===== src/rtl/cc_pkg.sv =====
// Shared definitions for the two-requester AXI read arbiter.
// Holds AXI field widths, the AR FSM state type and the AR payload bundle.
package cc_pkg;

    localparam int ID_W    = 4;
    localparam int ADDR_W  = 32;
    localparam int LEN_W   = 4;
    localparam int SIZE_W  = 3;
    localparam int BURST_W = 2;
    localparam int DATA_W  = 64;
    localparam int RESP_W  = 2;

    typedef enum logic [1:0] {
        ST_IDLE  = 2'd0,
        ST_HOLD0 = 2'd1,
        ST_HOLD1 = 2'd2
    } ar_state_e;

    typedef struct packed {
        logic [ID_W-1:0]    id;
        logic [ADDR_W-1:0]  addr;
        logic [LEN_W-1:0]   len;
        logic [SIZE_W-1:0]  size;
        logic [BURST_W-1:0] burst;
    } ar_t;

    // Winner between two requesters; prio names the favoured one on a tie.
    function automatic logic rr_pick(
        input logic v0,
        input logic v1,
        input logic prio
    );
        return (v0 && v1) ? prio : v1;
    endfunction

endpackage


===== src/rtl/cc_fifo.sv =====
// Small synchronous FIFO with count-based full/almost-full/empty flags.
// Used by the arbiter to remember which requester owns each burst in flight.
module cc_fifo #(
    parameter int DATA_WIDTH      = 1,
    parameter int FIFO_DEPTH      = 4,
    parameter int AFULL_THRESHOLD = 4
) (
    input  logic                  clk,
    input  logic                  rst_n,
    input  logic                  push_i,
    input  logic [DATA_WIDTH-1:0] data_i,
    input  logic                  pop_i,
    output logic [DATA_WIDTH-1:0] data_o,
    output logic                  full_o,
    output logic                  afull_o,
    output logic                  empty_o
);

    localparam int AW = (FIFO_DEPTH > 1) ? $clog2(FIFO_DEPTH) : 1;
    localparam int CW = $clog2(FIFO_DEPTH) + 1;

    logic [DATA_WIDTH-1:0] r_mem [FIFO_DEPTH];
    logic [AW-1:0]         r_wptr;
    logic [AW-1:0]         r_rptr;
    logic [CW-1:0]         r_count;
    logic                  w_push;
    logic                  w_pop;

    assign full_o  = (r_count == CW'(FIFO_DEPTH));
    assign afull_o = (r_count >= CW'(AFULL_THRESHOLD));
    assign empty_o = (r_count == '0);
    assign w_push  = push_i && !full_o;
    assign w_pop   = pop_i && !empty_o;
    assign data_o  = r_mem[r_rptr];

    // Storage write on accepted push
    always_ff @(posedge clk or negedge rst_n) begin
        if (!rst_n) begin
            for (int i = 0; i < FIFO_DEPTH; i++) begin
                r_mem[i] <= '0;
            end
        end else if (w_push) begin
            r_mem[r_wptr] <= data_i;
        end
    end

    // Pointer and occupancy bookkeeping
    always_ff @(posedge clk or negedge rst_n) begin
        if (!rst_n) begin
            r_wptr  <= '0;
            r_rptr  <= '0;
            r_count <= '0;
        end else begin
            if (w_push) begin
                r_wptr <= r_wptr + AW'(1);
            end
            if (w_pop) begin
                r_rptr <= r_rptr + AW'(1);
            end
            unique case ({w_push, w_pop})
                2'b10:   r_count <= r_count + CW'(1);
                2'b01:   r_count <= r_count - CW'(1);
                default: r_count <= r_count;
            endcase
        end
    end

endmodule


===== src/rtl/cc_mem_arbiter.sv =====
// Two-requester AXI read arbiter in front of one in-order memory port.
// AR is round-robin with a captured payload; R is routed by owner-queue head.
module cc_mem_arbiter
    import cc_pkg::*;
#(
    parameter int OWNER_DEPTH = 4
) (
    input  logic                     clk,
    input  logic                     rst_n,

    input  logic [ID_W-1:0]          rq0_arid_i,
    input  logic [ADDR_W-1:0]        rq0_araddr_i,
    input  logic [LEN_W-1:0]         rq0_arlen_i,
    input  logic [SIZE_W-1:0]        rq0_arsize_i,
    input  logic [BURST_W-1:0]       rq0_arburst_i,
    input  logic                     rq0_arvalid_i,
    output logic                     rq0_arready_o,
    output logic [ID_W-1:0]          rq0_rid_o,
    output logic [DATA_W-1:0]        rq0_rdata_o,
    output logic [RESP_W-1:0]        rq0_rresp_o,
    output logic                     rq0_rlast_o,
    output logic                     rq0_rvalid_o,
    input  logic                     rq0_rready_i,

    input  logic [ID_W-1:0]          rq1_arid_i,
    input  logic [ADDR_W-1:0]        rq1_araddr_i,
    input  logic [LEN_W-1:0]         rq1_arlen_i,
    input  logic [SIZE_W-1:0]        rq1_arsize_i,
    input  logic [BURST_W-1:0]       rq1_arburst_i,
    input  logic                     rq1_arvalid_i,
    output logic                     rq1_arready_o,
    output logic [ID_W-1:0]          rq1_rid_o,
    output logic [DATA_W-1:0]        rq1_rdata_o,
    output logic [RESP_W-1:0]        rq1_rresp_o,
    output logic                     rq1_rlast_o,
    output logic                     rq1_rvalid_o,
    input  logic                     rq1_rready_i,

    output logic [ID_W-1:0]          mem_arid_o,
    output logic [ADDR_W-1:0]        mem_araddr_o,
    output logic [LEN_W-1:0]         mem_arlen_o,
    output logic [SIZE_W-1:0]        mem_arsize_o,
    output logic [BURST_W-1:0]       mem_arburst_o,
    output logic                     mem_arvalid_o,
    input  logic                     mem_arready_i,

    input  logic [ID_W-1:0]          mem_rid_i,
    input  logic [DATA_W-1:0]        mem_rdata_i,
    input  logic [RESP_W-1:0]        mem_rresp_i,
    input  logic                     mem_rlast_i,
    input  logic                     mem_rvalid_i,
    output logic                     mem_rready_o,

    output logic [$clog2(OWNER_DEPTH):0] outstanding_o,
    output logic                     orphan_err_o
);

    localparam int OW = $clog2(OWNER_DEPTH) + 1;

    ar_state_e     r_state;
    ar_t           r_ar;
    logic          r_mem_arvalid;
    logic          r_rr_prio;
    logic          r_orphan;
    logic [OW-1:0] r_outstanding;

    ar_t           w_rq0_ar;
    ar_t           w_rq1_ar;
    logic          w_full;
    logic          w_afull;
    logic          w_empty;
    logic          w_head;
    logic          w_nonempty;
    logic          w_sel;
    logic          w_sel_valid;
    logic          w_push;
    logic          w_pop;
    logic          w_unused;

    assign w_rq0_ar = '{id: rq0_arid_i, addr: rq0_araddr_i,
                        len: rq0_arlen_i, size: rq0_arsize_i,
                        burst: rq0_arburst_i};
    assign w_rq1_ar = '{id: rq1_arid_i, addr: rq1_araddr_i,
                        len: rq1_arlen_i, size: rq1_arsize_i,
                        burst: rq1_arburst_i};

    // Capture is offered only from IDLE with room left in the owner queue;
    // rst_n gating keeps arready low while reset is held.
    assign w_sel       = rr_pick(rq0_arvalid_i, rq1_arvalid_i, r_rr_prio);
    assign w_sel_valid = rst_n && (r_state == ST_IDLE) && !w_full &&
                         (rq0_arvalid_i || rq1_arvalid_i);

    assign rq0_arready_o = w_sel_valid && !w_sel;
    assign rq1_arready_o = w_sel_valid && w_sel;

    assign mem_arid_o    = r_ar.id;
    assign mem_araddr_o  = r_ar.addr;
    assign mem_arlen_o   = r_ar.len;
    assign mem_arsize_o  = r_ar.size;
    assign mem_arburst_o = r_ar.burst;
    assign mem_arvalid_o = r_mem_arvalid;

    assign w_push = r_mem_arvalid && mem_arready_i;

    // R routing follows the oldest outstanding burst; mem_rid_i is ignored.
    assign w_nonempty   = (r_outstanding != '0);
    assign mem_rready_o = w_nonempty &&
                          (w_head ? rq1_rready_i : rq0_rready_i);
    assign w_pop        = mem_rvalid_i && mem_rready_o && mem_rlast_i;

    assign rq0_rvalid_o = w_nonempty && !w_head && mem_rvalid_i;
    assign rq1_rvalid_o = w_nonempty && w_head && mem_rvalid_i;
    assign rq0_rid_o    = mem_rid_i;
    assign rq0_rdata_o  = mem_rdata_i;
    assign rq0_rresp_o  = mem_rresp_i;
    assign rq0_rlast_o  = mem_rlast_i;
    assign rq1_rid_o    = mem_rid_i;
    assign rq1_rdata_o  = mem_rdata_i;
    assign rq1_rresp_o  = mem_rresp_i;
    assign rq1_rlast_o  = mem_rlast_i;

    assign outstanding_o = r_outstanding;
    assign orphan_err_o  = r_orphan;

    assign w_unused = &{1'b0, w_afull, w_empty};

    cc_fifo #(
        .DATA_WIDTH      (1),
        .FIFO_DEPTH      (OWNER_DEPTH),
        .AFULL_THRESHOLD (OWNER_DEPTH)
    ) u_owner_q (
        .clk     (clk),
        .rst_n   (rst_n),
        .push_i  (w_push),
        .data_i  (r_state == ST_HOLD1),
        .pop_i   (w_pop),
        .data_o  (w_head),
        .full_o  (w_full),
        .afull_o (w_afull),
        .empty_o (w_empty)
    );

    // AR FSM: capture winner, hold payload until memory accepts it
    always_ff @(posedge clk or negedge rst_n) begin
        if (!rst_n) begin
            r_state       <= ST_IDLE;
            r_ar          <= '0;
            r_mem_arvalid <= 1'b0;
            r_rr_prio     <= 1'b0;
        end else begin
            unique case (r_state)
                ST_IDLE: begin
                    if (w_sel_valid) begin
                        r_ar          <= w_sel ? w_rq1_ar : w_rq0_ar;
                        r_state       <= w_sel ? ST_HOLD1 : ST_HOLD0;
                        r_mem_arvalid <= 1'b1;
                    end
                end
                ST_HOLD0, ST_HOLD1: begin
                    if (mem_arready_i) begin
                        r_state       <= ST_IDLE;
                        r_mem_arvalid <= 1'b0;
                        r_rr_prio     <= (r_state == ST_HOLD0);
                    end
                end
                default: begin
                    r_state       <= ST_IDLE;
                    r_mem_arvalid <= 1'b0;
                end
            endcase
        end
    end

    // Count of bursts granted on AR and not yet finished on R
    always_ff @(posedge clk or negedge rst_n) begin
        if (!rst_n) begin
            r_outstanding <= '0;
        end else begin
            unique case ({w_push, w_pop})
                2'b10:   r_outstanding <= r_outstanding + OW'(1);
                2'b01:   r_outstanding <= r_outstanding - OW'(1);
                default: r_outstanding <= r_outstanding;
            endcase
        end
    end

    // Sticky flag for R beats that arrive with nobody owning them
    always_ff @(posedge clk or negedge rst_n) begin
        if (!rst_n) begin
            r_orphan <= 1'b0;
        end else if (mem_rvalid_i && !w_nonempty) begin
            r_orphan <= 1'b1;
        end
    end

endmodule


===== config.mk =====
export PLATFORM = sky130hd
export DESIGN_NAME = cc_mem_arbiter
export DESIGN_NICKNAME = d
export VERILOG_FILES = /design/src/rtl/cc_pkg.sv /design/src/rtl/cc_fifo.sv /design/src/rtl/cc_mem_arbiter.sv
export SDC_FILE = /design/constraint.sdc
export NUM_CORES = 1
export LEC_CHECK = 0
export BUFFER_PORTS_ARGS = -buffer_cell sky130_fd_sc_hd__buf_2
export CAP_MARGIN = 25
export CORE_AREA = 2 2 141 143
export CTS_BUF_LIST = sky130_fd_sc_hd__clkbuf_8 sky130_fd_sc_hd__clkbuf_16
export CTS_CLUSTER_DIAMETER = 150
export CTS_CLUSTER_SIZE = 25
export DETAILED_ROUTE_END_ITERATION = 16
export DIE_AREA = 0 0 143 145
export SLEW_MARGIN = 20
export SYNTH_ARGS = -nofsm -noshare
export SYNTH_HDL_FRONTEND = slang
export SYNTH_SLANG_ARGS = --single-unit
export TNS_END_PERCENT = 100

===== constraint.sdc =====
create_clock -name clk -period 7.25 [get_ports clk]
set_input_delay 0.3625 -clock clk [delete_from_list [all_inputs] [get_ports clk]]
set_output_delay 0.3625 -clock clk [all_outputs]
set_load 0.1 [all_outputs]

==> summary.md <==
| Metric | Value |
|---|---|
| Cell taking the most area after synthesis | `dfrtp_1` |
| Worst clock skew | `0.0101 ns` |
| Top cell type's share of synthesized area | `38.6%` |
| GPL Wtd Cong | `0.781` |
| Clk buf depth | `2` |
| Ys Warns | `0` |
| Post-DP Area | `0.00415 sq mm` |
| XOR/XNOR Fraction of Synth Area | `1.90%` |
| ANT nets after route | `0` |
| Setup TNS | `0 ns` |
| Final Util | `23.3%` |
| Final Setup Violations | `0` |
| Fin. max-slew vios | `0` |
| Post-Synth Simple-Gate Area | `15.2%` |
| Worst skew pair latency | `0.34 ns` |
| First-pass GRT wire length | `18.3 mm` |
| Vias post-DR | `3112` |
| CP Capture Type | `register` |
| Min Tclk post-route | `2.81 ns` |
| Layout cell share with drive strength beyond 1 | `37.1%` |
| Cells after Synth | `487` |
| Vias in the first global route | `2938` |
| Htree depth | `3` |
| CP Launch Type | `input port` |
| Most frequent cells in the layout | `buf_2, nand2_1, dfrtp_1, nor2_1, a31oi_1` |
| Overflow after GRT | `0` |
| Combinational family with the most area after synthesis | `buffers and inverters` |
| Post-Syn Area | `0.00415 sq mm` |
| F_max | `356 MHz` |
| Final Cycle Share | `38.8%` |
| Most area-consuming cells after synthesis | `dfrtp_1, buf_4, nand2_1` |
| Unrepaired setup endpoints after global routing | `no` |
| Total Wirelength | `12.4 mm` |
| CTS clk-pin slew, worst paths | `0.06 ns` |
| DRC violations left | `0` |
| Leakage | `2.12 nW` |
| Setup bufs post-CTS | `0` |
| Final hold vios | `0` |
| FF-to-FF setup slack | `4.57 ns` |
| First drt pass iteration count | `4` |
| Crit path DAT | `3.06 ns` |
| Max-cap violations | `0` |
| Yosys cell types | `34` |
| Avg Inst Size Synth | `8.53 sq um` |
| Final hold slack | `0.151 ns` |
| GRT Overall Usage | `12.0%` |
| Status | `complete, no violations` |
| Pwr Density | `630 mW/mm^2` |
| Normalized max-slew margin | `35.8%` |
| Synthesized Nets | `667` |
| Layout fillers | `2081` |
| Num CTS Buffers | `9` |
| Initial antenna violation count | `0` |
| Hold Path Class | `input port to async pin` |
| First DRT Iteration DRCs | `103` |
| ANT cells | `0` |
| Clk sinks | `64` |
| Core area | `0.0192 sq mm` |
| Multiplexer share of the synthesized area | `2.71%` |
| Initial Util | `21.6%` |
| Seq/Total Area, Yosys | `38.6%` |
| PortBufs | `155` |
| Die area | `0.0207 sq mm` |
| Compound-Gate Fraction of Synth Area | `9.25%` |
| Commonest non-fill, non-tap cell in the layout | `buf_2` |
| CTS tree | `yes` |
| CTS resizes | `0` |
| Vias per std cell | `4.07` |
| Crit-path max FO | `65` |
| Worst slew pin tran | `0.961 ns` |
| Hold buffer count at CTS | `0` |
| CTS Root Cell | `clkbuf_16` |
| Largest net degree at the start of global routing | `66` |
| CP Class | `input port to register` |
| Area growth, synth to finish | `7.62%` |
| Final #Nets | `674` |
| Io pins | `366` |
| Final instance area | `0.00447 sq mm` |
| Die Ht | `145 um` |
| Seq cells post-synth | `64` |
| Post-Synth Adder-Cell Area | `3.67%` |
| Post-DP HPWL | `9.32 mm` |
| Die Span X | `143 um` |
| DR WL/cell | `16.3 um` |
| IR drop worst, VDD | `0.000197 V` |
| WP data required | `7.50 ns` |
| FP Rows | `51` |
-- report_power, final --
group / internal [mW] / total [mW] / leakage [nW] / switching [mW]
sequential: 0.533 / 0.650 / 0.734 / 0.118
clock: 0.263 / 0.437 / 0.142 / 0.174
combinational: 0.301 / 1.73 / 1.25 / 1.43
total: 1.10 / 2.82 / 2.12 / 1.72
-- through the flow --
stage	std cells	setup WS [ns]	power, mW
2_1_floorplan	487	4.26	2.44
3_3_place_gp	747	4.01	2.39
3_5_place_dp	747	3.96	2.40
4_1_cts	763	4.30	2.85
5_1_grt	764	4.05	2.98
6_report	764	4.44	2.82
-- cell usage after synthesis --
| cell | number |
|---|---|
| nor3_2 | 1 |
| a22o_1 | 2 |
| nand2_1 | 97 |
| o22a_1 | 1 |
| a21oi_1 | 1 |
| xnor2_1 | 3 |
| nor3_1 | 2 |
| o31ai_1 | 1 |
| xor2_1 | 6 |
| buf_1 | 3 |
| fa_1 | 2 |
| or3b_1 | 1 |
| o311ai_0 | 1 |
| mux4_2 | 1 |
| o211ai_1 | 1 |
| inv_1 | 13 |
| a21o_1 | 1 |
| buf_4 | 142 |
| nand2b_1 | 2 |
| ha_1 | 9 |
| mux2i_2 | 1 |
| a31oi_1 | 45 |
| o21ai_0 | 3 |
| nor3b_1 | 2 |
| clkbuf_1 | 14 |
| dfrtp_1 | 64 |
| buf_2 | 3 |
| a21oi_2 | 2 |
| mux2i_1 | 2 |
| o21a_1 | 1 |
| nand3_1 | 1 |
| nor2_1 | 53 |
| mux2_2 | 5 |
| nor2b_1 | 1 |
-- layout make-up --
cell class	count	area, sq um	share of cell area, %
tap	265	332	7.42
sequential	64	1600	35.8
clock inverter	7	63.8	1.43
timing repair buffer	158	821	18.4
multi-input combinational	248	1380	30.8
inverter	13	48.8	1.09
clock buffer	9	225	5.04
-- path summary, 6_finish.rpt --
check	from	to	depth (start not counted)
setup / recovery	rst_n	mem_araddr_o[16]	6
hold reg to reg	orphan_err_o	orphan_err_o	1
min in group clk	mem_rvalid_i	orphan_err_o	2
setup reg to reg	r_state[1]	mem_araddr_o[16]	7
max in group asynchronous	rst_n	mem_araddr_o[19]	1
hold / removal	rst_n	u_owner_q.r_count[1]	1
-- critical path: stages --
cell and delay [ns]:
buf_4 0.66, o211ai_1 0.33, a21oi_4 0.82, buf_4 0.58, nor2_1 0.08, a31oi_1 0.16
-- state kept, by name, indices dropped and copies added, names as in the netlist --
| signal | cells |
|---|---|
| mem_araddr_o | 32 |
| mem_arburst_o | 2 |
| mem_arid_o | 4 |
| mem_arlen_o | 4 |
| mem_arsize_o | 3 |
| mem_arvalid_o | 1 |
| orphan_err_o | 1 |
| outstanding_o | 3 |
| r_rr_prio | 1 |
| r_state | 2 |
| u_owner_q.r_count | 3 |
| u_owner_q.r_mem | 4 |
| u_owner_q.r_rptr | 2 |
| u_owner_q.r_wptr | 2 |
-- kinds of logic after synthesis --
logic type | count (synthesis)
and+or+nand+nor | 160
AOI/OAI and AO/OA | 59
muxes | 9
xor gates and xnor gates | 9
buffers and inverters | 175
DFF | 64
adders and majority gates | 11
-- layer usage --
| layer | GRT usage (%) | up-vias | share of wire (%) |
|---|---|---|---|
| met2 | 18.7 | 236 | 46 |
| li1 | - | 1450 | - |
| met4 | 6.73 | 0 | 4.4 |
| met5 | 0 | - | 0 |
| met1 | 12.9 | 1386 | 37 |
| met3 | 6.34 | 40 | 13 |
Note: power is estimated with default switching activity, not from simulation.
